===== config.mk =====
export PLATFORM = sky130hd
export DESIGN_NAME = seq_divider_8
export DESIGN_NICKNAME = d
export VERILOG_FILES = /design/src/rtl/div_pkg.sv /design/src/rtl/seq_divider_8_sub_9.sv /design/src/rtl/seq_divider_8.sv
export SDC_FILE = /design/constraint.sdc
export NUM_CORES = 1
export LEC_CHECK = 0
export CORE_MARGIN = 10
export CORE_UTILIZATION = 49
export DETAILED_ROUTE_END_ITERATION = 8
export PLACE_DENSITY_LB_ADDON = 0.3
export RECOVER_POWER = 50
export SETUP_SLACK_MARGIN = 0.5
export SYNTH_ARGS = -nofsm -noshare
export SYNTH_HDL_FRONTEND = slang
export SYNTH_SLANG_ARGS = --single-unit

===== constraint.sdc =====
create_clock -name Clk -period 2.3 [get_ports Clk]
set_clock_uncertainty 0.05 [all_clocks]
set_input_delay 0.345 -clock Clk [delete_from_list [all_inputs] [get_ports Clk]]
set_output_delay 0.345 -clock Clk [all_outputs]
set_load 0.01 [all_outputs]

===== src/rtl/div_pkg.sv =====
// Shared definitions for the sequential 8/8 restoring divider.
package div_pkg;

    localparam int DIV_WIDTH = 8;
    localparam int DIV_ITER  = 8;
    localparam int CNT_W     = $clog2(DIV_ITER);

    typedef enum logic [1:0] {
        S_IDLE,
        S_SHIFT,
        S_SUB,
        S_DONE
    } div_state_t;

endpackage


===== src/rtl/seq_divider_8_sub_9.sv =====
// 9-bit subtractor shared between the divider and multiplier datapaths.
module sub_9 (
    input  logic [8:0] A,
    input  logic [8:0] B,
    output logic [8:0] Diff
);

    assign Diff = A - B;

endmodule


===== src/rtl/seq_divider_8.sv =====
// Sequential unsigned 8/8 restoring divider (shift/subtract, 16 busy cycles).
// Optional feature: define DIV_ZERO_DETECT_EN to short-circuit divide-by-zero
// straight to DONE with Div0 raised; otherwise a zero divisor runs the full
// sequence and Div0 stays 0.
module seq_divider_8
    import div_pkg::*;
(
    input  logic                 Clk,
    input  logic                 Reset,
    input  logic                 Run,
    input  logic                 LoadDivisor,
    input  logic [DIV_WIDTH-1:0] Din,
    output logic [DIV_WIDTH-1:0] Quotient,
    output logic [DIV_WIDTH-1:0] Remainder,
    output logic                 Busy,
    output logic                 Done,
    output logic                 Div0
);

`ifdef DIV_ZERO_DETECT_EN
    localparam bit ZERO_DETECT = 1'b1;
`else
    localparam bit ZERO_DETECT = 1'b0;
`endif

    div_state_t           state;
    logic [DIV_WIDTH:0]   a;
    logic [DIV_WIDTH-1:0] q;
    logic [DIV_WIDTH-1:0] divisor;
    logic [CNT_W-1:0]     count;
    logic                 busy_r;
    logic                 done_r;
    logic                 div0_r;
    logic [DIV_WIDTH:0]   diff;

    sub_9 u_sub (
        .A    (a),
        .B    ({1'b0, divisor}),
        .Diff (diff)
    );

    // FSM and datapath registers; Busy/Done/Div0 are registered alongside state.
    always_ff @(posedge Clk) begin
        if (Reset) begin
            state   <= S_IDLE;
            a       <= '0;
            q       <= '0;
            divisor <= '0;
            count   <= '0;
            busy_r  <= 1'b0;
            done_r  <= 1'b0;
            div0_r  <= 1'b0;
        end else begin
            case (state)
                S_IDLE: begin
                    // Divisor capture uses the pre-edge divisor for the zero test.
                    if (LoadDivisor)
                        divisor <= Din;
                    if (Run) begin
                        if (ZERO_DETECT && (divisor == '0)) begin
                            q      <= '1;
                            a      <= {1'b0, Din};
                            div0_r <= 1'b1;
                            done_r <= 1'b1;
                            state  <= S_DONE;
                        end else begin
                            q      <= Din;
                            a      <= '0;
                            count  <= '0;
                            busy_r <= 1'b1;
                            state  <= S_SHIFT;
                        end
                    end
                end
                S_SHIFT: begin
                    {a, q} <= {a[DIV_WIDTH-1:0], q, 1'b0};
                    state  <= S_SUB;
                end
                S_SUB: begin
                    // diff[8] set means the trial subtraction went negative: restore.
                    if (!diff[DIV_WIDTH])
                        a <= diff;
                    q[0] <= ~diff[DIV_WIDTH];
                    if (count == CNT_W'(DIV_ITER - 1)) begin
                        busy_r <= 1'b0;
                        done_r <= 1'b1;
                        state  <= S_DONE;
                    end else begin
                        count <= count + 1'b1;
                        state <= S_SHIFT;
                    end
                end
                S_DONE: begin
                    if (LoadDivisor)
                        divisor <= Din;
                    if (!Run) begin
                        done_r <= 1'b0;
                        div0_r <= 1'b0;
                        state  <= S_IDLE;
                    end
                end
                default: state <= S_IDLE;
            endcase
        end
    end

    assign Quotient  = q;
    assign Remainder = a[DIV_WIDTH-1:0];
    assign Busy      = busy_r;
    assign Done      = done_r;
    assign Div0      = div0_r;

endmodule


==> impl_metrics.toml <==
[worst_setup_path]
cp.arrival_ns = 2.32
worstPathRequired_ns = 2.46
worstSetupPathType = "flop to flop"
crit_fanout = 6
startpoint_type = "flop"
reg2regPathDepth = 10
end_kind = "flop"

[timing]
finalCriticalPeriod_ns = 2.16
tightestPinTransition_ns = 0.660
fin_crit_sh_pct = 94.1
hold_violations = 0
holdWs_ns = 0.441
slew_violations = 0
slew_headroom_pct = 56.0
setup_viol = 0
fmax_mhz = 462
rsz0062_at_grt = "yes"
totalNegativeSetupSlack_ns = 0

[synthesis]
syn_area_per_cell_um2 = 8.29
ys_seq_elements = 32
yosysUniqueCellTypes = 45
syn_nets = 282
yosys_warnings = 0
netlist_area_mm2 = 0.00210
synth_top_area_share_pct = 30.5
yosys_most_used_dff = "dfxtp_1"
synth_cells = 253
async_flop_share_pct = 0
synth_edf_count = 0
yosys-top-cells-area = "dfxtp_1, ha_1, nor2_1, mux2i_1, a21oi_1"
synth_top_area_cell = "dfxtp_1"
seq_area_frac_synth_pct = 30.5

[die]
start_util_pct = 51.7
fp.dieW_um = 85.4
core-area_mm2 = 0.00406
rows = 23
io_pins = 31
dieArea_mm2 = 0.00730
die_h_um = 85.4

[route]
met2_length_mm = 2.46
wl_met1_mm = 2.34
drt.antenna.violating_nets = 0
top_layer = "met4"
vias = 1914
via_per_inst = 5.56
drc = 0
wl_per_cell_um = 15.3
route.met3.wl_um = 391
drt_wl_total_mm = 5.26
firstDrtPassIters = 4
drt-initial-drc-count = 203

[pwr]
swShare_pct = 35.8
power_uw = 2110
p_leak_uw = 0.00109
power_density_mw_per_mm2 = 787
pwr-share-comb_pct = 45.6
power_frac_seq_pct = 31.9
p_sw_uw = 755
peakVddDrop_mv = 0.506
p_int_uw = 1350
clkPwrFrac_pct = 22.4

[placement]
placed_area_mm2 = 0.00249
io_buffers = 29
dpl.hpwl_mm = 3.73
gp_congestion = 0.854

[run]
cap_violations = 0

[worst_hold_path]
min_path_cells = 2
min_path_type = "flop to flop"

[grt]
grt_pass1_vias = 1874
grt_pass1_wl_mm = 9.17
grt_max_degree = 21
grt-ovfl-total = 0
antenna_found_initial = 0
track_usage_pct = 15.2

[cells_and_area]
n_antenna_cell = 0
fin_area_mm2 = 0.00268
final_util_pct = 66.1
drive_above_1_share_pct = 18.0
nNetsFinal = 323
synthToLayoutAreaGrowth_pct = 27.8

[cts]
root_buffer = "clkbuf_8"
cts_made_buffers = 5
clk_latency_ns = 0.29
ctsHtreeMaxLevel = 2
cts.sink_count = 32
clk_path_buf_depth = 2
cts.reportedPaths.clkPinSlew_ns = 0.07
cts_tree = "built"

[run_status]
status = "finished, final reports clean"
## worst paths after layout
| kind | to | from | slack, ns |
|---|---|---|---|
| setup / recovery | a[6] | a[0] | 0.14 |
| hold / removal | Done | Done | 0.44 |
| setup reg to reg | a[6] | a[0] | 0.14 |
| hold reg to reg | Done | Done | 0.44 |
## placed cells by master (no fill, tap or decap), drive strengths merged, types with 8 or more instances in the layout
cell	instances
nor2	37
dfxtp	32
buf	26
a21oi	18
inv	16
ha	16
dlygate4sd3	15
clkdlybuf4s50	14
mux2i	10
a211oi	10
o21ai	10
clkbuf	10
o31ai	9
nand3b	9
nand2	8
## power groups by stage
stage                     Sequential, uW  Clock [uW]  Combinational, uW
after floorplan                      692           0                584
after global placement               684           0                843
after detailed placement             686           0                856
after CTS                            674         483                944
after global routing                 682         509               1050
final                                673         473                962
## synth_stat cells (3+ instances only)
cell	n
a211oi_1	10
clkbuf_1	12
nand2b_1	5
nand3b_1	9
o21ai_0	10
nor2b_1	4
inv_1	16
nor3_1	5
dfxtp_1	32
buf_4	9
o21a_1	3
nor2_1	37
mux2_2	3
a22oi_1	5
nand2_1	8
o31ai_1	9
ha_1	16
mux2i_1	10
a21oi_1	18
## cells by family after synthesis
logic type      Yosys count  synth area share [%]
compound gates           70                  23.4
xor+xnor                  2                 0.835
fa+ha+maj                17                  10.5
buf+inv                  40                  9.19
flops                    32                  30.5
mux                      13                  6.38
other cells               1                 0.179
simple gates             78                  19.0
## cell type report
class	instances	area (um^2)
Timing Repair Buffer	58	505
Clock buffer	7	96.3
Multi-Input combinational cell	181	1310
Sequential cell	32	646
Fill cell	350	1380
Tap cell	50	62.6
Inverter	16	60.1
## worst max-delay path, stage by stage, from the launching register on
cell,delay (ns)
dfxtp_2,0.33
inv_2,0.07
ha_4,0.12
fa_2,0.22
nor2b_4,0.05
o31a_4,0.29
o21a_1,0.22
o311ai_4,0.36
buf_4,0.18
a211oi_1,0.04
nor3_1,0.15
## metrics by stage
| stage | worst slack, ns | instances |
|---|---|---|
| 2_1_floorplan | 0.258 | 253 |
| 3_5_place_dp | 0.0293 | 327 |
| 3_3_place_gp | 0.0683 | 327 |
| 4_1_cts | 0.165 | 342 |
| 5_1_grt | 0.0623 | 344 |
| 6_report | 0.136 | 344 |
## flip-flops by register name, indices dropped and copies added (netlist names)
signal and count:
divisor 8, count 3, state 2, Busy 1, Quotient 8, Done 1, a 9
## per-layer routing
layer | vias to the layer above | global-route usage (%)
met4 | 0 | 5.39
met5 | - | 0
met3 | 8 | 4.78
met1 | 877 | 19.0
li1 | 968 | -
met2 | 61 | 23.8
## repair_timing
| action | 4_1_cts | 5_1_grt |
|---|---|---|
| endpoints found under the setup margin | 10 | 30 |
| buffers inserted | 8 | 2 |
| gates resized for setup | 7 | 5 |
| hold buffers | 0 | 0 |
| pin swaps | 6 | 3 |
(Power assumes the default switching activity.)
